File: src/rtl/cache_axi_bridge.sv
// Line-granular refill/writeback bridge between the data cache and an AXI4 memory port.
// Optional macro BRIDGE_RESP_CHECK_EN enables a sticky bus_err flag on non-OKAY responses.
module cache_axi_bridge #(
    parameter int         BEATS  = 8,
    parameter logic [3:0] AXI_ID = 4'd0
) (
    input  logic        clk,
    input  logic        rst,
    output logic        ready,
    input  logic        req,
    input  logic        rw,
    input  logic [63:0] addr,
    input  logic        fifo_wen,
    input  logic [63:0] fifo_data,
    output logic        done,
    output logic [63:0] data_o,
    output logic [3:0]  beat_idx,
    output logic        bus_err,
    output logic [63:0] m_awaddr,
    output logic [7:0]  m_awlen,
    output logic [2:0]  m_awsize,
    output logic [1:0]  m_awburst,
    output logic [3:0]  m_awid,
    output logic        m_awvalid,
    input  logic        m_awready,
    output logic [63:0] m_wdata,
    output logic [7:0]  m_wstrb,
    output logic        m_wlast,
    output logic        m_wvalid,
    input  logic        m_wready,
    input  logic [1:0]  m_bresp,
    input  logic        m_bvalid,
    output logic        m_bready,
    output logic [63:0] m_araddr,
    output logic [7:0]  m_arlen,
    output logic [2:0]  m_arsize,
    output logic [1:0]  m_arburst,
    output logic [3:0]  m_arid,
    output logic        m_arvalid,
    input  logic        m_arready,
    input  logic [63:0] m_rdata,
    input  logic [1:0]  m_rresp,
    input  logic        m_rlast,
    input  logic        m_rvalid,
    output logic        m_rready
);

    localparam int          IW         = (BEATS > 1) ? $clog2(BEATS) : 1;
    localparam logic [63:0] ALIGN_MASK = ~(64'(BEATS * 8) - 64'd1);
    localparam logic [3:0]  LAST       = 4'(BEATS - 1);

    typedef enum logic [2:0] {
        IDLE, WCOLLECT, AW, WDATA, BRESP, AR, RDATA, REPLAY
    } state_t;

    state_t        state_q, state_d;
    logic [3:0]    cnt_q, cnt_d;
    logic [63:0]   addr_q, addr_d;
    logic          done_q, done_d;
    logic [63:0]   buf_q [BEATS];
    logic          buf_we;
    logic [63:0]   buf_wdata;
    logic [IW-1:0] idx;

    assign idx = cnt_q[IW-1:0];

    always_comb begin
        state_d   = state_q;
        cnt_d     = cnt_q;
        addr_d    = addr_q;
        done_d    = 1'b0;
        buf_we    = 1'b0;
        buf_wdata = fifo_data;
        case (state_q)
            IDLE: begin
                if (req && ready) begin
                    addr_d = addr & ALIGN_MASK;
                    cnt_d  = 4'd0;
                    if (rw) begin
                        state_d = WCOLLECT;
                        // A writeback beat presented alongside req is beat 0.
                        if (fifo_wen) begin
                            buf_we = 1'b1;
                            cnt_d  = 4'd1;
                        end
                    end else begin
                        state_d = AR;
                    end
                end
            end
            WCOLLECT: begin
                if (fifo_wen) begin
                    buf_we = 1'b1;
                    if (cnt_q == LAST) begin
                        state_d = AW;
                        cnt_d   = 4'd0;
                    end else begin
                        cnt_d = cnt_q + 4'd1;
                    end
                end
            end
            AW: begin
                if (m_awready) begin
                    state_d = WDATA;
                    cnt_d   = 4'd0;
                end
            end
            WDATA: begin
                if (m_wready) begin
                    if (cnt_q == LAST) begin
                        state_d = BRESP;
                        cnt_d   = 4'd0;
                    end else begin
                        cnt_d = cnt_q + 4'd1;
                    end
                end
            end
            BRESP: begin
                if (m_bvalid) begin
                    state_d = IDLE;
                    done_d  = 1'b1;
                end
            end
            AR: begin
                if (m_arready) begin
                    state_d = RDATA;
                    cnt_d   = 4'd0;
                end
            end
            RDATA: begin
                if (m_rvalid) begin
                    buf_we    = 1'b1;
                    buf_wdata = m_rdata;
                    // An early rlast ends the burst; unfilled slots replay stale data.
                    if (m_rlast || cnt_q == LAST) begin
                        state_d = REPLAY;
                        cnt_d   = 4'd0;
                    end else begin
                        cnt_d = cnt_q + 4'd1;
                    end
                end
            end
            REPLAY: begin
                if (cnt_q == LAST) begin
                    state_d = IDLE;
                    cnt_d   = 4'd0;
                end else begin
                    cnt_d = cnt_q + 4'd1;
                end
            end
            default: state_d = IDLE;
        endcase
    end

    always_ff @(posedge clk) begin
        if (rst) begin
            state_q <= IDLE;
            cnt_q   <= 4'd0;
            done_q  <= 1'b0;
        end else begin
            state_q <= state_d;
            cnt_q   <= cnt_d;
            done_q  <= done_d;
        end
    end

    always_ff @(posedge clk) begin
        addr_q <= addr_d;
        if (buf_we) begin
            buf_q[idx] <= buf_wdata;
        end
    end

    // The done cycle of a writeback still reads as busy; ready returns one cycle later.
    assign ready     = (state_q == IDLE) && !done_q;
    assign done      = done_q || (state_q == REPLAY);
    assign data_o    = (state_q == REPLAY) ? buf_q[idx] : 64'd0;
    assign beat_idx  = (state_q == REPLAY) ? cnt_q : 4'd0;

    assign m_awaddr  = addr_q;
    assign m_awlen   = 8'(BEATS - 1);
    assign m_awsize  = 3'd3;
    assign m_awburst = 2'b01;
    assign m_awid    = AXI_ID;
    assign m_awvalid = (state_q == AW);

    assign m_wdata   = buf_q[idx];
    assign m_wstrb   = 8'hFF;
    assign m_wlast   = (state_q == WDATA) && (cnt_q == LAST);
    assign m_wvalid  = (state_q == WDATA);
    assign m_bready  = (state_q == BRESP);

    assign m_araddr  = addr_q;
    assign m_arlen   = 8'(BEATS - 1);
    assign m_arsize  = 3'd3;
    assign m_arburst = 2'b01;
    assign m_arid    = AXI_ID;
    assign m_arvalid = (state_q == AR);
    assign m_rready  = (state_q == RDATA);

`ifdef BRIDGE_RESP_CHECK_EN
    logic bus_err_q, bus_err_d;

    always_comb begin
        bus_err_d = bus_err_q
                  | (m_bvalid && m_bready && (m_bresp != 2'b00))
                  | (m_rvalid && m_rready && (m_rresp != 2'b00));
    end

    always_ff @(posedge clk) begin
        if (rst) begin
            bus_err_q <= 1'b0;
        end else begin
            bus_err_q <= bus_err_d;
        end
    end

    assign bus_err = bus_err_q;
`else
    logic unused_resp;
    assign unused_resp = ^{m_bresp, m_rresp};
    assign bus_err     = 1'b0;
`endif

endmodule

File: config.mk
export PLATFORM = sky130hd
export DESIGN_NAME = cache_axi_bridge
export DESIGN_NICKNAME = d
export VERILOG_FILES = /design/src/rtl/cache_axi_bridge.sv
export SDC_FILE = /design/constraint.sdc
export NUM_CORES = 1
export LEC_CHECK = 0
export CAP_MARGIN = 20
export CORE_MARGIN = 10
export CORE_UTILIZATION = 70
export CTS_BUF_LIST = sky130_fd_sc_hd__clkbuf_4 sky130_fd_sc_hd__clkbuf_8
export DETAILED_ROUTE_END_ITERATION = 10
export DONT_BUFFER_PORTS = 1
export PLACE_DENSITY = 0.86
export SKIP_LAST_GASP = 1
export SLEW_MARGIN = 30
export SYNTH_ARGS = -nofsm -noshare
export SYNTH_HDL_FRONTEND = slang
export SYNTH_SLANG_ARGS = --single-unit
File: constraint.sdc
create_clock -name clk -period 18 [get_ports clk]
set_input_delay 1.8 -clock clk [delete_from_list [all_inputs] [get_ports clk]]
set_output_delay 1.8 -clock clk [all_outputs]
set_load 0.01 [all_outputs]
==> results.toml, run 1 <==
[die]
floorplan.initialDensity = 0.7078
total_core_area_um2 = 33530
number_of_core_rows = 67
die_h_um = 204.1
fp.dieArea_um2 = 41670
die_w_um = 204.1
top_level_ports = 518

[drt]
via_per_inst = 6.510
wl_per_cell_um = 31.35
detailroute.via_count = 10839
drt.antenna.violating_nets = 0
drc_errors = 0
dr.pass1.iters = 6
detail_route.wirelength_um = 52200
dr.first_iter.drc_count = 1023

[setup_path]
critical_path.max_stage_delay_ns = 0.69
crit-reg2reg-launch = "state_q[2]$_SDFFE_PP0P_"
crit_path_cells = "buf_16 -> buf_4 -> mux4_2 -> mux2_2 -> nor2b_1"
reg2reg_slack_ns = 14.51
worstPathMaxFanout = 40
arrival_ns = 3.50
crit_path_capture_type = "output port"
worst_setup_path_start_kind = "register"
worstRegToRegCells = 6
crit_required_ns = 16.20
r2r-end = "buf_q[4][46]$_DFFE_PP_"
worst_path_max_delay_cell = "buf_4"
type_of_the_setup_path_with_the_least_slack = "reg -> out"

[placement]
place.port_buffers = 0
detailed_place.area_um2 = 23600
detailed_place_hpwl_um = 32490
placement.setup.worst_slack_ns = 13.23
gp_congestion = 0.8274

[sta]
finalSetupTns_ns = 0
period_minus_slack_ns = 5.300
slew_headroom = 0.3773
finalSetupViolCount = 0
setup_skew_after_layout_ns = 0.02327
worst_pin_slew_ns = 0.9341
final_count_of_hold_timing_violations = 0
fmax_mhz = 188.7
fin_worst_hold_slack_ns = 0.5805
slew_viol_final = 0
post-route-worst-setup-slack_ns = 12.70
period_share = 0.2944
rsz0062_at_grt = "no"

[power_and_ir_drop]
power_per_cell_area_nw_per_um2 = 134.8
total_leakage_power_nw = 7.907
vdd_ir_drop_max_mv = 0.1188

[logic_synthesis]
synth_enable_flop_cells = 570
ys.flop_type = "edfxtp_1"
synth_async_sr_flop_share = 0
yosys-top-cells-count = "570 x edfxtp_1, 128 x mux4_2, 114 x buf_4"
synthDominantAreaCellType = "edfxtp_1"
synth_compound_area_frac = 0.005377
synth_adder_area_share = 0.0005272
synth.mux.area_fraction = 0.1839
synth_simple_gate_area_share = 0.02831
yosys_synthesis_warning_count = 0
synthesis.instances = 1157
postSynthRegisterBits = 581
syn_area_per_cell_um2 = 20.51
post-synth-top-area-fraction = 0.7212
synth_xor_xnor_area_share = 0
synth_sequential_area_ratio = 0.7305
synth.most_common_cell = "edfxtp_1"
mappedNetlistArea_um2 = 23730
combinational_family_with_the_most_area_after_synthesis = "multiplexers"
yosys-top-cells-area = "edfxtp_1 72%, mux4_2 12%, buf_4 3.6%"
post_synth_num_cell_types = 39

[cts]
cts.hold.buffers_added = 0
tritoncts = "yes"
cts_htree_levels = 3
root_buffer = "clkbuf_8"
clock-sinks = 581
max-clock-path-buffers = 3
cts.clk_slew.worst_paths_ns = 0.06
post_cts_resize_count = 0
cts-buffers-inserted = 87
number_of_buffers_inserted_to_repair_setup_after_cts = 0
clock_insertion_delay_worst_skew_ns = 0.63

[status]
outcome = "complete, no violations"

[cells_and_area]
synthToLayoutAreaGrowth_pct = 6.658
postLayoutCoreUtil = 0.7549
final_area_um2 = 25310
nNetsFinal = 1358
fillerInstances = 1721
post_route_cells_drive_above_1_share = 0.2970

[min_path]
hp-class = "reg -> reg"
hold-path-cell-count = 2
hold_end = "cnt_q[3]$_SDFFE_PP0P_"
holdCritStartpoint = "cnt_q[3]$_SDFFE_PP0P_"

[grt]
grt_antenna_before_repair = 16
all_layer_global_routing_usage = 0.2480
first_pass_grt_wire_length_um = 75540
globalRouteOverflowTotal = 0
grt_max_degree = 79
grt_pass1_vias = 11551

[flow_run]
maxCapViolations = 0
worst max path at each step:
stage             start                     end  cells after the start
5_1_grt        register               data_o[0]                      5
3_5_place_dp   register               data_o[0]                      5
2_1_floorplan       req  m_araddr[10]$_DFFE_PP_                      2
6_report       register               data_o[0]                      5
3_3_place_gp   register               data_o[0]                      4
4_1_cts        register               data_o[0]                      5
sequential cells by signal, indices dropped and copies added, names as in the netlist, named ones only:
signal,count
buf_q,512
cnt_q,4
done_q,1
m_araddr,58
state_q,3
where the power goes:
part           internal (mW)  switching (mW)  total (mW)  leakage (nW)
clock                  0.577           0.471        1.05         0.889
sequential              1.61           0.123        1.73          5.26
combinational          0.297           0.338       0.636          1.76
total                   2.48           0.933        3.41          7.91
routing by layer:
| metal | vias up | wire [um] | part of all wire | global-route usage |
|---|---|---|---|---|
| met1 | 5602 | 19400 | 0.37 | 0.3301 |
| met3 | 86 | 6149 | 0.12 | 0.09177 |
| met2 | 682 | 25530 | 0.49 | 0.3803 |
| met5 | - | 90 | 0.0017 | 0 |
| met4 | 14 | 1018 | 0.020 | 0.07511 |
| li1 | 4455 | - | - | - |
worst max-delay path: cells and delay by family, from the launching register on:
family	cells	cell delay, ns
flops	1	0.67
simple gates	1	0.23
mux	2	0.93
buf+inv	2	1.00
stage by stage:
stage          total power, mW  instances
3_5_place_dp             2.403       1509
3_3_place_gp             2.374       1507
6_report                 3.413       1665
4_1_cts                  3.440       1660
5_1_grt                  3.551       1662
2_1_floorplan            2.320       1210
cells by family (layout without fill, tap and decap cells):
family,after synthesis,count (layout)
AND/OR/NAND/NOR,117,117
adder cells (fa/ha/maj),1,1
AO/OA/AOI/OAI,19,19
buffers and inverters,177,179
other,2,60
multiplexers,260,260
flip-flops,581,581
cell type report:
class                           instances  area (um2)  share of cell area
Inverter                                9       33.78            0.001335
Timing Repair Buffer                   19       197.7            0.007810
Clock buffer                          119        1450             0.05729
Tap cell                              448       560.5             0.02214
Clock inverter                         32       249.0            0.009836
Multi-Input combinational cell        452        5461              0.2158
Sequential cell                       581       17350              0.6853
Antenna cell                            5       12.51           0.0004943
placed cells by master, fill, tap and decap left out, types with 5 or more instances in the layout:
cell type / Yosys / layout
buf_4: 114 / 13
nor2_1: 15 / 11
conb_1: 2 / 55
dfxtp_1: 11 / 8
mux2_1: 64 / 64
a21oi_1: 6 / 6
diode_2: 0 / 5
clkbuf_4: 0 / 30
nor2b_1: 68 / 67
inv_1: 9 / 9
nand2_1: 10 / 9
clkinv_2: 0 / 7
mux2_2: 64 / 64
mux4_2: 128 / 128
edfxtp_1: 570 / 570
clkinv_1: 0 / 17
clkbuf_8: 0 / 89
Note: power is estimated with default switching activity, not from simulation.
==> inputs of run 2 (changes only) <==
- CORE_UTILIZATION: 70 -> 66
- PLACE_DENSITY: 0.86 -> 0.82
- clock period: 18 -> 5.37 ns (I/O delays scaled with it)
==> run 2 against run 1 <==
- worst hold slack worse by 0.52 ns
- cell count is 4.9% higher
- register-to-register slack worse by 12 ns
- clock power grew to 3.5 times the previous value
- power grew to 3.4 times the previous value
- setup slack worse by 11 ns
- clock skew is 0.0016 ns higher
- sequential power grew to 3.3 times the previous value
- via count is 1.3% higher
==> results.toml, run 2 (same netlist as run 1, synthesis figures left out) <==
[status]
outcome = "complete, no violations"

[drt]
drt.antenna.violating_nets = 0
dr.pass1.iters = 5
detailroute.via_count = 10981
drc_errors = 0
via_per_inst = 6.289
detail_route.wirelength_um = 52850
wl_per_cell_um = 30.27
dr.first_iter.drc_count = 1138

[sta]
slew_viol_final = 0
finalSetupTns_ns = 0
rsz0062_at_grt = "no"
fmax_mhz = 272.8
final_count_of_hold_timing_violations = 0
period_share = 0.6827
finalSetupViolCount = 0
slew_headroom = 0.3622
setup_skew_after_layout_ns = 0.02484
worst_pin_slew_ns = 0.9494
post-route-worst-setup-slack_ns = 1.704
period_minus_slack_ns = 3.666

[die]
die_h_um = 209.6
floorplan.initialDensity = 0.6689
fp.dieArea_um2 = 43940
top_level_ports = 518
die_w_um = 209.6
number_of_core_rows = 69
total_core_area_um2 = 35480

[cells_and_area]
layout.area.seq_um2 = 17350
largest_register = "buf_q"
post_route_cells_drive_above_1_share = 0.2843
nNetsFinal = 1422
final_cell_mix = "570 x edfxtp_1, 128 x mux4_2, 90 x clkbuf_8"
final_area_um2 = 26090
multi_input_area_um2 = 5477
largest_reg_flops = 512
synthToLayoutAreaGrowth_pct = 9.938
fillerInstances = 1988
postLayoutCoreUtil = 0.7353
most_frequent_standard_cell_in_the_layout_excluding_fill_and_tap_cells = "edfxtp_1"

[grt]
globalRouteOverflowTotal = 0
all_layer_global_routing_usage = 0.2381
grt_antenna_before_repair = 7
grt_max_degree = 70
grt_pass1_vias = 12008
first_pass_grt_wire_length_um = 78070

[power_and_ir_drop]
power.internal_mw = 8.401
netSwitchingFraction = 0.2774
clock_power_share = 0.313
p_sw_mw = 3.225
p_seq_frac = 0.498
vdd_ir_drop_max_mv = 0.5579
total_leakage_power_nw = 8.211
p_total_mw = 11.63
combinationalPowerShare = 0.188
power_per_cell_area_nw_per_um2 = 445.6

[cts]
number_of_buffers_inserted_to_repair_setup_after_cts = 0
tritoncts = "yes"
clock-sinks = 581
cts_htree_levels = 3
cts.hold.buffers_added = 59
clock_insertion_delay_worst_skew_ns = 0.66
max-clock-path-buffers = 3
post_cts_resize_count = 0
cts-buffers-inserted = 90
root_buffer = "clkbuf_8"
cts.clk_slew.worst_paths_ns = 0.06

[setup_path]
critical_path.max_stage_delay_ns = 0.70
crit_required_ns = 4.83
worst_path_max_delay_cell = "dfxtp_4"
crit_path_capture_type = "output port"
crit_path_cells = "buf_4 -> mux4_2 -> mux2_2 -> nor2b_1"
arrival_ns = 3.13
worstPathMaxFanout = 31
crit-reg2reg-launch = "state_q[2]$_SDFFE_PP0P_"
worst_setup_path_start_kind = "register"
type_of_the_setup_path_with_the_least_slack = "reg -> out"

[placement]
place.port_buffers = 0
detailed_place_hpwl_um = 32390
gp_congestion = 0.8022
detailed_place.area_um2 = 23670
placement.setup.worst_slack_ns = 2.113

[min_path]
hp-class = "in -> reg"
holdCritStartpoint = "m_bvalid"

[flow_run]
maxCapViolations = 0
run 2: cell types whose count changed in the layout (fill, tap and decap cells not counted), sizes merged:
cell         before  now
dlygate4sd3       0   59
bufinv            4    5
buf              19   21
clkinv           24   35
diode             5    1
clkinvlp          4    5
inv               9   11
clkbuf          119  115
run 2: per-layer routing:
metal / part of all wire / track usage
met4: 0.016 / 0.06574
met3: 0.093 / 0.07053
met1: 0.40 / 0.3225
met5: 0.00025 / 0
met2: 0.49 / 0.3736
run 2: final timing paths:
kind	end	depth (start not counted)	slack, ns
setup / recovery	data_o[5]	4	1.70
hold / removal	done_q$_SDFF_PP0_	1	0.06
setup reg to reg	buf_q[1][23]$_DFFE_PP_	6	2.09
hold reg to reg	cnt_q[3]$_SDFFE_PP0P_	2	0.60
run 2: cell type report:
| class | instances | share of cell area |
|---|---|---|
| Antenna cell | 1 | 0.00009591 |
| Timing Repair Buffer | 80 | 0.03357 |
| Clock buffer | 115 | 0.05467 |
| Inverter | 9 | 0.001295 |
| Sequential cell | 581 | 0.6649 |
| Clock inverter | 47 | 0.01348 |
| Tap cell | 461 | 0.02211 |
| Multi-Input combinational cell | 452 | 0.2099 |
run 2: stage by stage:
stage / cells / hold slack, ns
CTS: 1743 / 0.02936
finish: 1746 / 0.05936
floorplan: 1210 / 0.4817
global route: 1745 / 0.04860
detailed placement: 1522 / 0.5349
global placement: 1521 / 0.5042
run 2: worst max-delay path: cells and delay by family (launching register included):
family / cells / cell delay [ns]
flops: 1 / 0.70
simple gates: 1 / 0.21
mux: 2 / 0.95
buf+inv: 1 / 0.60
run 2: power by group through the flow:
stage	registers (mW)	logic (mW)	clock network (mW)
after floorplan	5.65	2.11	0
after global placement	5.88	2.10	0
after detailed placement	5.89	2.17	0
after CTS	5.80	2.21	3.70
after global routing	5.83	2.35	3.92
final	5.79	2.19	3.64
